===== src/rtl/mem_port_arb_pkg.sv =====
// Shared types for the unified memory-port arbiter: FSM states, transaction
// owner encoding and the byte-enable width helper.
package mem_port_arb_pkg;

  typedef enum logic [1:0] {
    IDLE = 2'd0,
    REQ  = 2'd1,
    RSP  = 2'd2
  } arb_state_t;

  typedef enum logic [1:0] {
    NONE   = 2'd0,
    IFETCH = 2'd1,
    DMEM   = 2'd2
  } arb_owner_t;

  localparam int XLEN_DEFAULT = 32;
  localparam int BE_W         = XLEN_DEFAULT / 8;

  function automatic int be_width(input int xlen);
    return xlen / 8;
  endfunction

endpackage


===== src/rtl/mem_port_arb_pick.sv =====
// Grant selection between fetch and data requesters, with the streak counter
// that forces a fetch grant after STREAK_MAX data grants while fetch waits.
module mem_port_arb_pick
  import mem_port_arb_pkg::*;
#(
  parameter int STREAK_MAX = 4
) (
  input  logic clk,
  input  logic rst_n,
  input  logic en,
  input  logic if_req,
  input  logic dm_req,
  output logic if_pick,
  output logic dm_pick
);

  logic [3:0] streak_r;

  // Data has priority unless fetch has already waited STREAK_MAX grants.
  always_comb begin
    if_pick = 1'b0;
    dm_pick = 1'b0;
    if (en && if_req && (!dm_req || (streak_r == 4'(STREAK_MAX)))) begin
      if_pick = 1'b1;
    end else if (en && dm_req) begin
      dm_pick = 1'b1;
    end else begin
      if_pick = 1'b0;
      dm_pick = 1'b0;
    end
  end

  // Streak counter: counts data grants that bypassed a waiting fetch.
  always_ff @(posedge clk) begin
    if (!rst_n) begin
      streak_r <= 4'd0;
    end else if (dm_pick && if_req) begin
      if (streak_r != 4'(STREAK_MAX)) begin
        streak_r <= streak_r + 4'd1;
      end
    end else if (if_pick || dm_pick) begin
      streak_r <= 4'd0;
    end
  end

endmodule


===== src/rtl/mem_port_arbiter.sv =====
// Arbitrates the single memory port between fetch and data stages, one
// transaction in flight. Optional watchdog: MEM_PORT_ARBITER_TIMEOUT_EN.
module mem_port_arbiter
  import mem_port_arb_pkg::*;
#(
  parameter int XLEN        = 32,
  parameter int ADDR_W      = 32,
  parameter int STREAK_MAX  = 4,
  parameter int TIMEOUT_CYC = 256
) (
  input  logic                clk,
  input  logic                rst_n,
  input  logic                if_req,
  input  logic [ADDR_W-1:0]   if_addr,
  output logic                if_gnt,
  output logic                if_rvalid,
  output logic [XLEN-1:0]     if_rdata,
  input  logic                dm_req,
  input  logic                dm_we,
  input  logic [XLEN/8-1:0]   dm_be,
  input  logic [ADDR_W-1:0]   dm_addr,
  input  logic [XLEN-1:0]     dm_wdata,
  output logic                dm_gnt,
  output logic                dm_rvalid,
  output logic [XLEN-1:0]     dm_rdata,
  output logic                bus_valid,
  input  logic                bus_ready,
  output logic                bus_we,
  output logic [XLEN/8-1:0]   bus_be,
  output logic [ADDR_W-1:0]   bus_addr,
  output logic [XLEN-1:0]     bus_wdata,
  input  logic                bus_rvalid,
  input  logic [XLEN-1:0]     bus_rdata
`ifdef MEM_PORT_ARBITER_TIMEOUT_EN
  ,
  output logic                bus_timeout
`endif
);

  localparam int BE_WIDTH = be_width(XLEN);

  arb_state_t      state_r, state_nxt_s;
  arb_owner_t      owner_r;
  logic            if_pick_s, dm_pick_s;
  logic            tmo_hit_s;
  logic            rsp_fire_s;
  logic [XLEN-1:0] rsp_data_s;

  mem_port_arb_pick #(
    .STREAK_MAX(STREAK_MAX)
  ) u_pick (
    .clk    (clk),
    .rst_n  (rst_n),
    .en     (state_r == IDLE),
    .if_req (if_req),
    .dm_req (dm_req),
    .if_pick(if_pick_s),
    .dm_pick(dm_pick_s)
  );

  assign if_gnt = if_pick_s;
  assign dm_gnt = dm_pick_s;

`ifdef MEM_PORT_ARBITER_TIMEOUT_EN
  localparam int TMO_W = $clog2(TIMEOUT_CYC + 1);
  logic [TMO_W-1:0] tmo_cnt_r;

  // Watchdog counter restarts on every state entry; progress wins over expiry.
  always_ff @(posedge clk) begin
    if (!rst_n || (state_r == IDLE) || (state_nxt_s != state_r)) begin
      tmo_cnt_r <= {TMO_W{1'b0}};
    end else begin
      tmo_cnt_r <= tmo_cnt_r + TMO_W'(1);
    end
  end

  assign tmo_hit_s = (state_r != IDLE) && (tmo_cnt_r == TMO_W'(TIMEOUT_CYC - 1)) &&
                     !((state_r == REQ) && bus_ready) && !((state_r == RSP) && bus_rvalid);

  // One-cycle timeout indication.
  always_ff @(posedge clk) begin
    if (!rst_n) begin
      bus_timeout <= 1'b0;
    end else begin
      bus_timeout <= tmo_hit_s;
    end
  end
`else
  localparam int timeout_cyc_unused = TIMEOUT_CYC;
  assign tmo_hit_s = 1'b0;
`endif

  // Next-state selection.
  always_comb begin
    state_nxt_s = state_r;
    case (state_r)
      IDLE:    state_nxt_s = (if_pick_s || dm_pick_s) ? REQ : IDLE;
      REQ:     state_nxt_s = bus_ready ? RSP : (tmo_hit_s ? IDLE : REQ);
      RSP:     state_nxt_s = (bus_rvalid || tmo_hit_s) ? IDLE : RSP;
      default: state_nxt_s = IDLE;
    endcase
  end

  // Response completion: real data in RSP, or zero data on watchdog expiry.
  always_comb begin
    rsp_fire_s = 1'b0;
    rsp_data_s = {XLEN{1'b0}};
    if ((state_r == RSP) && bus_rvalid) begin
      rsp_fire_s = 1'b1;
      rsp_data_s = bus_rdata;
    end else if (tmo_hit_s) begin
      rsp_fire_s = 1'b1;
      rsp_data_s = {XLEN{1'b0}};
    end else begin
      rsp_fire_s = 1'b0;
      rsp_data_s = {XLEN{1'b0}};
    end
  end

  // State register.
  always_ff @(posedge clk) begin
    if (!rst_n) begin
      state_r <= IDLE;
    end else begin
      state_r <= state_nxt_s;
    end
  end

  // Request capture, bus request hold, and owner-steered response delivery.
  always_ff @(posedge clk) begin
    if (!rst_n) begin
      owner_r   <= NONE;
      bus_valid <= 1'b0;
      bus_we    <= 1'b0;
      bus_be    <= {BE_WIDTH{1'b0}};
      bus_addr  <= {ADDR_W{1'b0}};
      bus_wdata <= {XLEN{1'b0}};
      if_rvalid <= 1'b0;
      if_rdata  <= {XLEN{1'b0}};
      dm_rvalid <= 1'b0;
      dm_rdata  <= {XLEN{1'b0}};
    end else begin
      if_rvalid <= 1'b0;
      dm_rvalid <= 1'b0;
      if (if_pick_s) begin
        owner_r   <= IFETCH;
        bus_valid <= 1'b1;
        bus_we    <= 1'b0;
        bus_be    <= {BE_WIDTH{1'b1}};
        bus_addr  <= if_addr;
        bus_wdata <= {XLEN{1'b0}};
      end else if (dm_pick_s) begin
        owner_r   <= DMEM;
        bus_valid <= 1'b1;
        bus_we    <= dm_we;
        bus_be    <= dm_be;
        bus_addr  <= dm_addr;
        bus_wdata <= dm_wdata;
      end else if ((state_r == REQ) && (bus_ready || tmo_hit_s)) begin
        bus_valid <= 1'b0;
      end
      if (rsp_fire_s) begin
        owner_r <= NONE;
        case (owner_r)
          IFETCH: begin
            if_rvalid <= 1'b1;
            if_rdata  <= rsp_data_s;
          end
          DMEM: begin
            dm_rvalid <= 1'b1;
            dm_rdata  <= rsp_data_s;
          end
          default: begin
            if_rvalid <= 1'b0;
            dm_rvalid <= 1'b0;
          end
        endcase
      end
    end
  end

endmodule


===== config.mk =====
export PLATFORM = sky130hd
export DESIGN_NAME = mem_port_arbiter
export DESIGN_NICKNAME = d
export VERILOG_FILES = /design/src/rtl/mem_port_arb_pkg.sv /design/src/rtl/mem_port_arb_pick.sv /design/src/rtl/mem_port_arbiter.sv
export SDC_FILE = /design/constraint.sdc
export NUM_CORES = 1
export LEC_CHECK = 0
export ABC_CLOCK_PERIOD_IN_PS = 3650
export CORE_MARGIN = 2
export CORE_UTILIZATION = 25
export DETAILED_ROUTE_END_ITERATION = 7
export DONT_BUFFER_PORTS = 1
export SLEW_MARGIN = 20
export SYNTH_ARGS = -nofsm -noshare
export SYNTH_HDL_FRONTEND = slang
export SYNTH_SLANG_ARGS = --single-unit

===== constraint.sdc =====
create_clock -name clk -period 3.65 [get_ports clk]
set_input_delay 0.9125 -clock clk [delete_from_list [all_inputs] [get_ports clk]]
set_output_delay 0.9125 -clock clk [all_outputs]
set_load 0.05 [all_outputs]

==> results of run 1 <==
-- per-stage QoR --
| step | setup slack [ps] | area, µm² | cells |
|---|---|---|---|
| after CTS | 873 | 6800 | 949 |
| after global placement | 876 | 6240 | 917 |
| after floorplan | 425 | 6010 | 658 |
| after global routing | 805 | 6800 | 949 |
| after detailed placement | 873 | 6240 | 917 |
| final | 904 | 6800 | 949 |
-- state kept, by name, indices dropped and copies added, names as in the netlist --
signal,count
if_rvalid,1
dm_rvalid,1
u_pick.streak_r,4
if_rdata,32
state_r,2
dm_rdata,32
bus_we,1
bus_valid,1
bus_addr,32
owner_r,2
bus_wdata,32
bus_be,4
-- cell usage in the layout, fill, tap and decap left out, types with 5 or more instances in the layout --
cell type,netlist,final
a2111oi_2,29,29
a211oi_1,32,32
a21oi_1,99,99
buf_4,0,14
clkbuf_16,0,17
dfxtp_1,144,144
inv_1,34,34
inv_6,0,5
mux2i_1,33,33
nand3_1,65,65
nor3_1,36,36
o21ai_0,61,61
o21ai_1,6,6
-- power breakdown --
part | internal, W | switching (W) | leakage (nW)
Combinational | 0.000135 | 0.000243 | 0.810
Sequential | 0.00165 | 0.000320 | 1.17
Clock | 0.000907 | 0.000760 | 0.262
Total | 0.00269 | 0.00132 | 2.25
-- kinds of logic (layout without fill, tap and decap cells) --
| kind of cell | Yosys count | count (layout) | synth area share |
|---|---|---|---|
| xor gates and xnor gates | 1 | 1 | 0.00146 |
| and+or+nand+nor | 124 | 124 | 0.109 |
| muxes | 33 | 33 | 0.0550 |
| adders and majority gates | 2 | 2 | 0.00416 |
| DFF | 144 | 144 | 0.480 |
| AOI/OAI and AO/OA | 243 | 243 | 0.276 |
| buffers and inverters | 111 | 83 | 0.0745 |
-- worst paths after layout --
check,to,slack [ps],cells past startpoint,startpoint
min reg2reg,u_pick.streak_r[3],500,2,u_pick.streak_r[3]
min,u_pick.streak_r[3],500,2,u_pick.streak_r[3]
max reg2reg,bus_addr[0],1360,5,state_r[0]
max,if_gnt,900,2,if_req
-- layout make-up --
type | instances | area (µm²) | area share
Timing Repair Buffer | 15 | 125 | 0.0184
Clock buffer | 18 | 439 | 0.0645
Tap cell | 319 | 399 | 0.0587
Inverter | 36 | 138 | 0.0202
Sequential cell | 144 | 2880 | 0.424
Multi-Input combinational cell | 403 | 2700 | 0.397
Clock inverter | 14 | 120 | 0.0177
-- tightest hold or removal path, stage by stage, from the launching register on --
cell	delay [ps]
dfxtp_1	320
nand2_1	60
o22ai_1	60
-- per-layer routing --
metal  vias up  track usage  share of wire  routed length, µm
met5         -            0              0                  0
li1       2330            -              -                  -
met4         0       0.0632          0.027                490
met3        29       0.0498          0.078               1410
met2       208        0.227           0.48               8740
met1      2305        0.167           0.41               7470
==> metrics, run 1 <==
status=completed; Detailed Route WL=approximately 18,000 µm; Final Wtd Congestion=0.744; dominant cell type by area after synthesis=dfxtp_1; global-route usage over all layers=0.140; Mapped Cells=about 660; Synth top area share=0.480; Die ar.=0.0253 mm²; CTS Buffer Depth=2; Req. time, crit path=~2700 ps; via/cell ratio=between 5 and 6; Layout area overhead=13.2%; dominant cells by area after synthesis=dfxtp_1, a21oi_1, a2111oi_2; first-pass GRT wire length=between 20,000 and 30,000 µm; largest net degree at the start of global routing=~70; Hold Fails Final Rpt=0; TritonCTS clock tree=built; Fin Hold WS=roughly 500 ps; Final Core Density=0.289; share of layout cells above drive strength 1=0.138; Die Wd=between 150 and 200 µm; Critical Path Slowest Stage Cell=a21oi_4; Cell Area, Synth=about 0.0060 mm²; worst min-delay path class=reg -> reg; skew final=about 12 ps; post-CTS setup buffers=0; Worst Path Buf+Inv=0; distinct cell type count of the synthesized netlist=between 40 and 50; port buffer count=0; synthesized area per cell=approximately 9.1 µm²; half-perimeter wire length after placement=11,900 µm; Synthesized Nets=about 800; Max-Cap Viols=0; Yosys warning count=0; CP Max Fanout=8; CP max stage delay=between 400 and 500 ps; initial antenna violation count=0; CP Cell Sequence=or3b_1, a21oi_4; H-tree levels=4; root buffer cell=clkbuf_16; initial core utilization=0.255; worst skew pair latency=roughly 420 ps; CTS Sinks=144; synth cell count leaders=dfxtp_1, a21oi_1, nand3_1; top-count cell post-synth=dfxtp_1; Clock transition at path regs=70 ps; TNS Setup=0 ps; Core Area=0.0235 mm²; delay-heaviest family, CP=compound AO/OA/AOI/OAI gates; I/O pin total=277; FP Rows=between 50 and 60; Fillers=2,531; Tightest Pin Transition=approximately 670 ps; Slew Viols, Final=0; number of global-route vias before repair=~5,000; Relative slew margins=0.550; Tcrit/Tclk final=0.752; ANT nets after route=0; nets@finish=between 700 and 800; total power=around 0.004 W; Yosys reg bits=144; critical path endpoint category=output port; post_cts resized=0; Crit Path Category=in -> out; Die Y-Extent=between 150 and 200 µm; hold_buf cts=0; EDFF count, synth=0; Pleak=about 2.2 nW; pwr/cell area=590 mW/mm²; Startpoint Class=input port; GRT Residual Overflow=0; diode count=0; clock buffer count from CTS=17; sequential share of the synthesized area=0.480; Worst VDD drop=about 0.28 mV; Initial DRT Pass Iterations=4; number of remaining DRC errors=0; initial DRC count=between 400 and 500; Synth async-reset ratio=0; RSZ-0062 raised after global routing=no; wire per inst=~19 µm; endpoints failing setup=0; Main synth FF type=dfxtp_1; Worst EP arrival=~1800 ps; fin crit period=between 2000 and 3000 ps; FMAX=about 360 MHz; vias post-DR=approximately 5,000
Note: power is estimated with default switching activity, not from simulation.
==> run 2, diff against run 1 <==
Settings changed: ABC_CLOCK_PERIOD_IN_PS 3650 to 2400.
Clock period 3.65 ns to 2.4 ns, I/O delays scaled along.
==> run 2 against run 1 <==
- first-iteration DRC count shrank 6.8%
- clock power rose by 59%
- die area stayed put
- highest routed layer unchanged
- critical endpoint unchanged
- largest power group unchanged
- final cell count is 1.5% higher
- worst setup slack worse by 800 ps
- sequential share of layout area shrank 1.4 points
- critical path depth grew 4
==> metrics, run 2 (synthesis gave the netlist of run 1 again) <==
Crit Path Category=reg -> out; Tightest Pin Transition=between 600 and 700 ps; Die Y-Extent=around 160 µm; CP Cell Sequence=inv_1, ha_1, nand3b_1, buf_6, a21oi_4, buf_12; TNS Setup=0 ps; wire per inst=approximately 20 µm; global-route usage over all layers=0.143; ANT nets after route=0; CTS Sinks=~140; vias post-DR=4,951; FMAX=~440 MHz; Slew Viols, Final=0; via/cell ratio=between 5 and 6; Tcrit/Tclk final=0.956; Die ar.=around 0.025 mm²; number of remaining DRC errors=0; Critical Path Slowest Stage Cell=dfxtp_1; fin crit period=2290 ps; root buffer cell=clkbuf_16; FP Rows=56; clock buffer count from CTS=17; Critical Path Source=u_pick.streak_r[0]; largest net degree at the start of global routing=between 60 and 70; CP max stage delay=about 330 ps; Pleak=approximately 2.4 nW; worst skew pair latency=~410 ps; share of layout cells above drive strength 1=0.157; status=completed; H-tree levels=4; CTS Buffer Depth=2; Worst EP arrival=between 1500 and 2000 ps; skew final=between 6 and 7 ps; hold_buf cts=0; Layout area overhead=17.2%; GRT Residual Overflow=0; Fillers=2,489; reg2reg setup slack=about 270 ps; Max-Cap Viols=0; endpoints failing setup=0; critical path capture point=if_gnt; dpl cells=928; Clock transition at path regs=~60 ps; R2R depth=5; Req. time, crit path=around 1800 ps; pwr/cell area=between 800 and 900 mW/mm²; r2r endpoint=bus_addr[0]; Die Wd=159 µm; Initial DRT Pass Iterations=4; Startpoint Class=flop; Relative slew margins=0.594; half-perimeter wire length after placement=12,300 µm; Hold Fails Final Rpt=0; initial antenna violation count=0; Worst VDD drop=approximately 0.35 mV; port buffer count=0; I/O pin total=around 280; Final Wtd Congestion=approximately 0.76; most frequent cells in the layout=dfxtp_1, a21oi_1, nand3_1, o21ai_0, nor3_1; initial DRC count=between 400 and 500; hold depth=1; Detailed Route WL=18,900 µm; critical path endpoint category=output port; RSZ-0062 raised after global routing=no; RR Startpoint=state_r[0]; nets@finish=roughly 770; area of the multi-input gates=roughly 0.0027 mm²; number of global-route vias before repair=just under 5,000; Core Area=about 0.024 mm²; most common cell after layout, fill and taps aside=dfxtp_1; first-pass GRT wire length=28,900 µm; initial core utilization=0.255; TritonCTS clock tree=built; diode count=0; final non-filler cell total=963; worst min-delay path class=in -> reg; CP Max Fanout=8; FF/Latch Area=0.00288 mm²
[run 2: changes by cell type in the layout (fill, tap and decap cells not counted), sizes merged]
cell      previous run  this run
buf                 15        29
clkinv               4         8
inv                 42        38
clkinvlp             4         1
bufinv               0         2
clkbuf              18        19
[run 2: routing by layer]
layer / part of all wire / global-route usage
met3: 0.069 / 0.0466
met4: 0.017 / 0.0537
met2: 0.49 / 0.236
met5: 0 / 0
met1: 0.42 / 0.173
[run 2: cell type report]
| class | count | share of cell area |
|---|---|---|
| Sequential cell | 144 | 0.409 |
| Multi-Input combinational cell | 403 | 0.383 |
| Clock buffer | 18 | 0.0623 |
| Tap cell | 319 | 0.0567 |
| Timing Repair Buffer | 30 | 0.0492 |
| Clock inverter | 13 | 0.0197 |
| Inverter | 36 | 0.0195 |
[run 2: how the worst min path moves through the flow]
stage / start / endpoint / slack [ps]
2_1_floorplan: u_pick.streak_r[3] / u_pick.streak_r[3] / 470
3_3_place_gp: u_pick.streak_r[3] / u_pick.streak_r[3] / 490
3_5_place_dp: u_pick.streak_r[3] / u_pick.streak_r[3] / 490
4_1_cts: rst_n / state_r[0] / 290
5_1_grt: rst_n / state_r[0] / 290
6_report: rst_n / state_r[0] / 310
[run 2: per-stage QoR]
step / hold WS, ps / worst slack (ps) / instance area (µm²) / total power (W) / util
5_1_grt: 293 / 2.99 / 7040 / 0.00657 / 0.299
2_1_floorplan: 466 / 60.6 / 6010 / 0.00351 / -
4_1_cts: 290 / 12.3 / 6990 / 0.00637 / 0.297
3_5_place_dp: 493 / 35.4 / 6410 / 0.00367 / 0.272
3_3_place_gp: 488 / 147 / 6410 / 0.00366 / 0.272
6_report: 313 / 106 / 7040 / 0.00627 / 0.299
[run 2: what timing repair did]
item | in CTS | in global routing
endpoints found under the setup margin | 0 | 1
setup buffers | 0 | 3
gates resized for setup | 0 | 1
hold endpoints to repair | 0 | 0
[run 2: worst max-delay path, delay by kind of cell, from the launching register on]
| kind | cells | cell delay, ps |
|---|---|---|
| buffers and inverters | 3 | 460 |
| AO/OA/AOI/OAI | 1 | 150 |
| AND/OR/NAND/NOR | 1 | 160 |
| adder cells (fa/ha/maj) | 1 | 160 |
| flip-flops | 1 | 330 |
[run 2: power breakdown]
part	switching, W	internal, W
sequential	0.000482	0.00251
clock	0.00109	0.00156
combinational	0.000387	0.000242
total	0.00196	0.00431
